File: src/rtl/my_ff_mac_stream_ctrl_pkg.sv
// Shared definitions for the two-term floating-point MAC stream shell.
// Holds the word width, the datapath latency and the operand tuple layout.
package my_ff_pkg;

  localparam int DATA_W      = 32;
  localparam int MAC_LATENCY = 18;  // two chained 9-cycle MAC stages

  typedef logic [DATA_W-1:0] ff_word_t;

  typedef struct packed {
    ff_word_t c;
    ff_word_t a0;
    ff_word_t b0;
    ff_word_t a1;
    ff_word_t b1;
  } ff_mac_operands_t;

endpackage

File: src/rtl/my_ff_mac_stream_ctrl_if.sv
// Bus bundle of the MAC stream shell: upstream operand stream, datapath
// issue/return path, downstream result stream and the credit count.
//   slave  : the shell (my_ff_mac_stream_ctrl)
//   master : the environment (producer, datapath and consumer)
// Word width is my_ff_pkg::DATA_W; credits is $clog2(FIFO_DEPTH)+1 bits.
interface my_ff_mac_stream_ctrl_if #(
  parameter int FIFO_DEPTH = 32
);
  import my_ff_pkg::*;

  localparam int CW = $clog2(FIFO_DEPTH) + 1;

  logic          s_valid;
  logic          s_ready;
  ff_word_t      s_c, s_a0, s_b0, s_a1, s_b1;

  logic          dp_valid;
  ff_word_t      dp_c, dp_a0, dp_b0, dp_a1, dp_b1;
  ff_word_t      dp_result;

  logic          m_valid;
  logic          m_ready;
  ff_word_t      m_data;

  logic [CW-1:0] credits;

  modport slave (
    input  s_valid, s_c, s_a0, s_b0, s_a1, s_b1,
    output s_ready,
    output dp_valid, dp_c, dp_a0, dp_b0, dp_a1, dp_b1,
    input  dp_result,
    output m_valid, m_data,
    input  m_ready,
    output credits
  );

  modport master (
    output s_valid, s_c, s_a0, s_b0, s_a1, s_b1,
    input  s_ready,
    input  dp_valid, dp_c, dp_a0, dp_b0, dp_a1, dp_b1,
    output dp_result,
    input  m_valid, m_data,
    output m_ready,
    input  credits
  );

endinterface

File: src/rtl/my_ff_mac_stream_ctrl_fifo.sv
// my_ff_sync_fifo: first-word-fall-through synchronous FIFO.
//   clock, areset       : rising-edge clock, async active-high reset
//   push, push_data     : write request and data
//   pop, pop_data       : read request; pop_data shows the head, 0 when empty
//   full, empty, count  : status; count is 0..DEPTH
// DEPTH must be a power of two >= 2. Pointers carry one extra MSB so that
// full and empty are told apart. Storage is not reset.
module my_ff_sync_fifo #(
  parameter int WIDTH = 32,
  parameter int DEPTH = 32
) (
  input  logic                   clock,
  input  logic                   areset,
  input  logic                   push,
  input  logic [WIDTH-1:0]       push_data,
  input  logic                   pop,
  output logic [WIDTH-1:0]       pop_data,
  output logic                   full,
  output logic                   empty,
  output logic [$clog2(DEPTH):0] count
);

  localparam int AW = $clog2(DEPTH);

  logic [WIDTH-1:0] mem [DEPTH];
  logic [AW:0]      wr_ptr, rd_ptr;
  logic             do_push, do_pop;

  assign empty    = (wr_ptr == rd_ptr);
  assign full     = (wr_ptr[AW] != rd_ptr[AW]) && (wr_ptr[AW-1:0] == rd_ptr[AW-1:0]);
  assign count    = wr_ptr - rd_ptr;
  assign do_pop   = pop && !empty;
  // A write into a full FIFO is allowed only when the head leaves in the same cycle.
  assign do_push  = push && (!full || do_pop);
  assign pop_data = empty ? '0 : mem[rd_ptr[AW-1:0]];

  always_ff @(posedge clock or posedge areset) begin
    if (areset) begin
      wr_ptr <= '0;
      rd_ptr <= '0;
    end else begin
      if (do_push) wr_ptr <= wr_ptr + 1'b1;
      if (do_pop)  rd_ptr <= rd_ptr + 1'b1;
    end
  end

  always_ff @(posedge clock) begin
    if (do_push) mem[wr_ptr[AW-1:0]] <= push_data;
  end

  a_no_overflow: assert property (@(posedge clock) disable iff (areset)
    !(push && full && !pop));

endmodule

File: src/rtl/my_ff_mac_stream_ctrl.sv
// Flow-control shell for the fixed-latency two-term FP MAC datapath.
//   clock, areset : rising-edge clock, async active-high reset
//   bus.s_*       : upstream operand tuple stream (valid/ready)
//   bus.dp_*      : registered issue toward the datapath, dp_result back
//   bus.m_*       : downstream result stream (valid/ready, FWFT)
//   bus.credits   : result slots neither buffered nor in flight
// A tuple is issued only against a free credit, so every result returning
// LATENCY cycles later is guaranteed a FIFO slot.
module my_ff_mac_stream_ctrl
  import my_ff_pkg::*;
#(
  parameter int LATENCY    = MAC_LATENCY,
  parameter int FIFO_DEPTH = 32
) (
  input logic                    clock,
  input logic                    areset,
  my_ff_mac_stream_ctrl_if.slave bus
);

  localparam int CW = $clog2(FIFO_DEPTH) + 1;
  localparam int AW = $clog2(FIFO_DEPTH);

  logic [CW-1:0]    credits;
  logic             accept, pop;
  ff_mac_operands_t issue_q;
  logic             issue_v;
  logic [LATENCY-1:0] track;
  logic             fifo_full, fifo_empty;
  logic [AW:0]      fifo_count;
  ff_word_t         fifo_head;

  assign bus.s_ready = (credits != '0) && !areset;
  assign accept      = bus.s_valid && bus.s_ready;
  assign pop         = !fifo_empty && bus.m_ready;

  always_ff @(posedge clock or posedge areset) begin
    if (areset) begin
      credits <= CW'(FIFO_DEPTH);
    end else if (accept && !pop) begin
      credits <= credits - CW'(1);
    end else if (pop && !accept) begin
      credits <= credits + CW'(1);
    end
  end

  // Issue register: operands hold their last value between accepts.
  always_ff @(posedge clock or posedge areset) begin
    if (areset) begin
      issue_q <= '0;
      issue_v <= 1'b0;
    end else begin
      issue_v <= accept;
      if (accept) issue_q <= {bus.s_c, bus.s_a0, bus.s_b0, bus.s_a1, bus.s_b1};
    end
  end

  // Mirrors the datapath pipeline; the last stage marks dp_result as live.
  always_ff @(posedge clock or posedge areset) begin
    if (areset) begin
      track <= '0;
    end else begin
      track[0] <= issue_v;
      for (int i = 1; i < LATENCY; i++) track[i] <= track[i-1];
    end
  end

  my_ff_sync_fifo #(
    .WIDTH (DATA_W),
    .DEPTH (FIFO_DEPTH)
  ) u_fifo (
    .clock     (clock),
    .areset    (areset),
    .push      (track[LATENCY-1]),
    .push_data (bus.dp_result),
    .pop       (pop),
    .pop_data  (fifo_head),
    .full      (fifo_full),
    .empty     (fifo_empty),
    .count     (fifo_count)
  );

  assign bus.dp_valid = issue_v;
  assign bus.dp_c     = issue_q.c;
  assign bus.dp_a0    = issue_q.a0;
  assign bus.dp_b0    = issue_q.b0;
  assign bus.dp_a1    = issue_q.a1;
  assign bus.dp_b1    = issue_q.b1;
  assign bus.m_valid  = !fifo_empty;
  assign bus.m_data   = fifo_head;
  assign bus.credits  = credits;

  a_result_has_slot: assert property (@(posedge clock) disable iff (areset)
    !(track[LATENCY-1] && fifo_full && !pop));

  a_credit_bound: assert property (@(posedge clock) disable iff (areset)
    ((CW+1)'(credits) + (CW+1)'(fifo_count)) <= (CW+1)'(FIFO_DEPTH));

endmodule

File: src/flat_wrapper.sv
// flat-port wrapper written by rule: the top's interface ports become plain ports
module my_ff_mac_stream_ctrl_flat import my_ff_pkg::*;
#(
  parameter int LATENCY    = MAC_LATENCY,
  parameter int FIFO_DEPTH = 32
)
  (clock, areset, bus_s_valid, bus_s_c, bus_s_a0, bus_s_b0, bus_s_a1, bus_s_b1, bus_s_ready, bus_dp_valid, bus_dp_c, bus_dp_a0, bus_dp_b0, bus_dp_a1, bus_dp_b1, bus_dp_result, bus_m_valid, bus_m_data, bus_m_ready, bus_credits);
  my_ff_mac_stream_ctrl_if #(.FIFO_DEPTH(FIFO_DEPTH)) bus_i ();
  input logic clock;
  input logic areset;
  input wire logic [$bits(bus_i.s_valid)-1:0] bus_s_valid;
  input wire logic [$bits(bus_i.s_c)-1:0] bus_s_c;
  input wire logic [$bits(bus_i.s_a0)-1:0] bus_s_a0;
  input wire logic [$bits(bus_i.s_b0)-1:0] bus_s_b0;
  input wire logic [$bits(bus_i.s_a1)-1:0] bus_s_a1;
  input wire logic [$bits(bus_i.s_b1)-1:0] bus_s_b1;
  output wire logic [$bits(bus_i.s_ready)-1:0] bus_s_ready;
  output wire logic [$bits(bus_i.dp_valid)-1:0] bus_dp_valid;
  output wire logic [$bits(bus_i.dp_c)-1:0] bus_dp_c;
  output wire logic [$bits(bus_i.dp_a0)-1:0] bus_dp_a0;
  output wire logic [$bits(bus_i.dp_b0)-1:0] bus_dp_b0;
  output wire logic [$bits(bus_i.dp_a1)-1:0] bus_dp_a1;
  output wire logic [$bits(bus_i.dp_b1)-1:0] bus_dp_b1;
  input wire logic [$bits(bus_i.dp_result)-1:0] bus_dp_result;
  output wire logic [$bits(bus_i.m_valid)-1:0] bus_m_valid;
  output wire logic [$bits(bus_i.m_data)-1:0] bus_m_data;
  input wire logic [$bits(bus_i.m_ready)-1:0] bus_m_ready;
  output wire logic [$bits(bus_i.credits)-1:0] bus_credits;
  assign bus_i.s_valid = bus_s_valid;
  assign bus_i.s_c = bus_s_c;
  assign bus_i.s_a0 = bus_s_a0;
  assign bus_i.s_b0 = bus_s_b0;
  assign bus_i.s_a1 = bus_s_a1;
  assign bus_i.s_b1 = bus_s_b1;
  assign bus_s_ready = bus_i.s_ready;
  assign bus_dp_valid = bus_i.dp_valid;
  assign bus_dp_c = bus_i.dp_c;
  assign bus_dp_a0 = bus_i.dp_a0;
  assign bus_dp_b0 = bus_i.dp_b0;
  assign bus_dp_a1 = bus_i.dp_a1;
  assign bus_dp_b1 = bus_i.dp_b1;
  assign bus_i.dp_result = bus_dp_result;
  assign bus_m_valid = bus_i.m_valid;
  assign bus_m_data = bus_i.m_data;
  assign bus_i.m_ready = bus_m_ready;
  assign bus_credits = bus_i.credits;
  my_ff_mac_stream_ctrl #(.LATENCY(LATENCY), .FIFO_DEPTH(FIFO_DEPTH)) u_core (.clock(clock), .areset(areset), .bus(bus_i));
endmodule
File: config.mk
export PLATFORM = sky130hd
export DESIGN_NAME = my_ff_mac_stream_ctrl_flat
export DESIGN_NICKNAME = d
export VERILOG_FILES = /design/src/rtl/my_ff_mac_stream_ctrl_pkg.sv /design/src/rtl/my_ff_mac_stream_ctrl_if.sv /design/src/rtl/my_ff_mac_stream_ctrl_fifo.sv /design/src/rtl/my_ff_mac_stream_ctrl.sv /design/src/flat_wrapper.sv
export SDC_FILE = /design/constraint.sdc
export NUM_CORES = 1
export LEC_CHECK = 0
export BUFFER_PORTS_ARGS = -buffer_cell sky130_fd_sc_hd__buf_2
export CAP_MARGIN = 10
export CORE_MARGIN = 3
export CORE_UTILIZATION = 50
export DETAILED_ROUTE_END_ITERATION = 6
export PLACE_DENSITY_LB_ADDON = 0.08
export SLEW_MARGIN = 30
export SYNTH_ARGS = -nofsm -noshare
export SYNTH_HDL_FRONTEND = slang
export SYNTH_SLANG_ARGS = --single-unit
File: constraint.sdc
create_clock -name clock -period 18.97 [get_ports clock]
set_input_delay 3.794 -clock clock [delete_from_list [all_inputs] [get_ports clock]]
set_output_delay 3.794 -clock clock [all_outputs]
set_load 0.1 [all_outputs]
; ---- After elaboration in Yosys (flattened, before gate mapping)
; Memories as Yosys holds them, arrays and structs flattened.
; Index checks and enable logic that the tools add are counted.
[totals]
inputBits = 196
regBits = 197
word_cells = 39
output_inout_bits = 201
ram_bits = 1024
mem_count = 1
[memory_table]
columns = memory, words, width, rd, rd_clocked_by_memory_dff, wr, line
row1 = u_core.u_fifo.mem, 32, 32, 1, 0, 1, my_ff_mac_stream_ctrl_fifo.sv:25  ; logic [WIDTH-1:0] mem [DEPTH];
[op_classes]
eq_ne = 3
mux = 5
addsub = 4
n_reduce_logical = 16
[ops]
columns = operator, n
row1 = $mux 32, 1
row2 = $add 6x1->6 const B, 3
row3 = $mux 6, 2
row4 = $logic_and 1x1->1, 8
row5 = $eq 6x6->1, 1
row6 = $reduce_bool 6->1, 1
row7 = $sub 6x1->6 const B, 1
row8 = $eq 5x5->1, 1
row9 = $logic_not 1->1, 5
row10 = $mux 1, 2
row11 = $reduce_bool 2->1, 1
row12 = $logic_or 1x1->1, 1
row13 = $ne 1x1->1, 1

; ---- Depth between registers and ports, before layout
[logic_depth]
depth_word = 8
mapped_depth = 14
ltp_nobuf = 12

; ---- Cells and area by module
; Synthesis repeated with hierarchy kept, for this count alone.
[unflattened]
hier_cells = 2354
area_unflattened_um2 = 47120.2
[by_module_without_submodules]
columns = module, seq_area_each_um2, instances, area_each_um2, cells_per_inst
row1 = my_ff_sync_fifo, 31049.8, 1, 39853.2, 1943
row2 = my_ff_mac_stream_ctrl, 4630.7, 1, 7267.0, 411

; ---- Least setup slack after synthesis
; No wires, ideal clock.
[synth_path]
path_kind = in2out
from = input port areset
to = output port bus_s_ready
setup_slack_ns = 9.899
path_buffers = 0
arrival_time_ns = 5.277
cell_stages = 1
path_cell_list = a21oi_1
[synth_via]
elab_chain_cells = 2
[synth_lines]
columns = element, line
row1 = from (decl), flat_wrapper.sv:10  ; input logic areset;
row2 = $logic_not 1->1, my_ff_mac_stream_ctrl.sv:32  ; assign bus.s_ready = (credits != '0) && !areset;
row3 = $logic_and 1x1->1, my_ff_mac_stream_ctrl.sv:32
row4 = to (decl), flat_wrapper.sv:17  ; output wire logic [$bits(bus_i.s_ready)-1:0] bus_s_ready;
; Every way passes these cells.

; ---- Final worst setup path
[layout_path]
from = register u_core.u_fifo.rd_ptr[0]
to = output port bus_m_data[2]
[layout_via]
elab_chain_cells = 2
word_cells_on_any_way = 3
[layout_lines]
columns = element, line
row1 = from (decl), my_ff_mac_stream_ctrl_fifo.sv:26  ; logic [AW:0] wr_ptr, rd_ptr;
row2 = from (signal assigned), my_ff_mac_stream_ctrl_fifo.sv:43  ; if (do_pop) rd_ptr <= rd_ptr + 1'b1;
row3 = $mem_v2 32x32 / $eq 6x6->1 (equally long branches), n/a
row4 = $mux 32 (*), my_ff_mac_stream_ctrl_fifo.sv:35  ; assign pop_data = empty ? '0 : mem[rd_ptr[AW-1:0]];
row5 = to (decl), flat_wrapper.sv:26  ; output wire logic [$bits(bus_i.m_data)-1:0] bus_m_data;
; Every way passes the cells marked *; elsewhere a longest branch is shown, timed or not.

==> metrics <==
status completed; post-synth cell types 50; max incr delay on CP a little over 0.7 ns; Seq/Total Area, Yosys 0.7674; mapped cell area roughly 46000 sq um; Final Hold Fails 0; Worst EP arrival ~5.3 ns; GP Congestion approximately 0.81; Die Ht between 300 and 400 um; drt pass-1 iters 6; Total Routed Length 124.0 mm; post-route cell area 54180 sq um; flops & latches, synth approximately 1200; Worst Path Required 15.18 ns; final setup vio count 0; DR vias 24070; RSZ-0062 raised after global routing no; CP Launch Type register; CTS tree yes; Initial DRC Count roughly 2500; setup TNS 0 ns; most frequent cells in the layout edfxtp_1 (1024), buf_2 (396), mux4_2 (192), dfrtp_1 (192), clkbuf_16 (135); CTS Buffer Depth 3; clk_lat worst skew roughly 0.73 ns; top cell type's share of synthesized area 0.6613; top_reg_cell synth edfxtp_1; Post-Syn Instances 2185; Worst R2R End u_core.u_fifo.mem[8][22]$_DFFE_PP_; CTS clk-pin slew, worst paths 0.06 ns; Buf/Inv on CP 4; ANT nets after route 0; crit-path max FO just under 50; P&R area growth vs syn 16.52%; total number of H-tree levels 4; cell mode on critical path buf_6; total setup buffers inserted after CTS 0; Worst path slowest cell buf_4; post-layout minimum cycle time 9.080 ns; Max-Cap Viols 0; synth warn 0; worst r2r src u_core.u_fifo.rd_ptr[1]$_DFFE_PP0P_; family with the most delay on the worst path buffers and inverters; largest net degree at the start of global routing ~120; global route overflow 0; Multi-input gate area 10390 sq um; Inserted Clock Buffers between 100 and 150; LEAKAGE ~19 nW; pwr dens roughly 170 nW/um^2; CORE AREA approximately 92000 sq um; die area 96690 sq um; Worst slew margin 0.3140; # DRC 0; Sink Count ~1200; cell depth of the worst flop-to-flop path 8; final period utilization 0.4787; Rows ~110; FF-to-FF setup slack ~14 ns; Worst Max-Slew Pin Slew 1.021 ns; CP Cell Sequence buf_4 -> buf_6 -> buf_6 -> mux4_2 -> a22o_1 -> a211oi_1 -> nor3_1 -> buf_2; FILL cells around 6800; initial antenna violation count 17; Achievable Freq 0.1101 GHz; Worst Hold End u_core.track[1]$_DFF_PP0_; DR WL/cell 31.05 um; I/O Pins 397; vias in the first global route 25070; most common cell after layout, fill and taps aside edfxtp_1; Hold Path Cell Cnt 0; Overall Global Routing Usage 0.2589; HP Start u_core.track[0]$_DFF_PP0_; Die W a little over 300 um; Setup crit end kind output port; post_cts resized 0; Min-Delay Path Class register to register; Peak VDD IR ~210 uV; Slew Limit Fails 0; nets@finish between 2000 and 3000; Via density roughly 6; share of cells above drive strength 1 0.3529; synth top area cells edfxtp_1 (66%), dfrtp_1 (11%), mux4_2 (9.3%); CTS root buf clkbuf_16; initial core utilization 0.5057; syn_nets about 2400; area leader, netlist edfxtp_1; IO buf count 396; critical path class register to output port; hold buffer count at CTS 0; Post-synth EDFFs 1024; first-pass GRT wire length 179.1 mm; Async SR Flop Fraction 0.1613; Layout Skew 0.01959 ns; register area ~36000 sq um; hpwl dp 67.05 mm; Post-Syn Area per Cell ~21 sq um; Cell Area, Placed 50100 sq um
routing by layer:
layer	GRT usage	vias up	wire length, um
met5	0	-	13
met4	0.06740	2	2556
met3	0.06294	174	10350
met2	0.4165	1107	60440
met1	0.3593	12790	50630
li1	-	9997	-
cell type report:
type                       instances  area share
clock buffer                     166     0.06561
antenna                            7   0.0003233
multi-input combinational        833      0.1917
clock inverter                    65    0.009168
timing repair buffer             454     0.04526
inverter                           4   0.0004157
sequential                      1221      0.6588
tap                             1243     0.02870
worst register-to-register path, delay by kind of cell, from the launching register on:
| kind | cells | cell delay [ns] |
|---|---|---|
| flops | 1 | 0.43 |
| buf+inv | 3 | 1.90 |
| xor+xnor | 1 | 0.18 |
| simple gates | 3 | 1.71 |
| compound gates | 1 | 0.33 |
cell families after synthesis:
group	share of synthesized area
flip-flops	0.7674
multiplexers	0.1598
buffers and inverters	0.01550
AO/OA/AOI/OAI	0.03867
adder cells (fa/ha/maj)	0.003121
AND/OR/NAND/NOR	0.01197
XOR/XNOR	0.003579
state kept, by name (all words and copies together) (netlist names):
signal	flops
u_core.bus.dp_c	32
u_core.u_fifo.wr_ptr	6
u_core.bus.dp_valid	1
u_core.bus.dp_b0	32
u_core.track	18
u_core.u_fifo.mem	1024
u_core.bus.dp_a0	32
u_core.bus.dp_a1	32
u_core.bus.dp_b1	32
u_core.u_fifo.rd_ptr	6
u_core.bus.credits	6
where the power goes:
part	internal (mW)	switching, mW	leakage (nW)
registers	3.09	0.134	11.6
logic	0.904	2.58	5.28
clock network	1.40	1.01	1.99
synth_stat cells (all sizes together), types with 10 or more instances:
cell        n
a211oi     32
dfrtp     196
nand2      17
mux4      192
a2111oi    32
buf        69
mux2      162
o22ai      32
mux2i     128
o221ai     32
edfxtp   1024
nor3       36
nor2       38
ha         10
a22o       64
xnor2      12
clkbuf     58
worst max-delay path by stage:
stage	depth (start not counted)	slack (ns)	endpoint	startpoint
6_report	8	9.89	bus_m_data[2]	u_core.u_fifo.rd_ptr[0]$_DFFE_PP0P_
5_1_grt	8	9.49	bus_m_data[16]	u_core.u_fifo.rd_ptr[0]$_DFFE_PP0P_
4_1_cts	8	9.22	bus_m_data[2]	u_core.u_fifo.rd_ptr[0]$_DFFE_PP0P_
3_5_place_dp	8	10.03	bus_m_data[2]	u_core.u_fifo.rd_ptr[0]$_DFFE_PP0P_
3_3_place_gp	8	10.06	bus_m_data[2]	u_core.u_fifo.rd_ptr[0]$_DFFE_PP0P_
2_1_floorplan	1	9.81	u_core.bus.credits[0]$_DFFE_PP0P_	areset
through the flow:
stage,setup WS (ns),hold slack (ns),utilization,std cells,total power [mW]
2_1_floorplan,9.809,0.3312,-,2185,5.921
3_3_place_gp,10.06,0.3432,0.5447,3754,6.755
3_5_place_dp,10.03,0.3370,0.5449,3755,6.777
4_1_cts,9.221,0.3514,0.5890,3986,9.190
5_1_grt,9.486,0.3547,0.5892,3990,9.438
6_report,9.890,0.3481,0.5893,3993,9.112
Note: power is estimated with default switching activity, not from simulation.
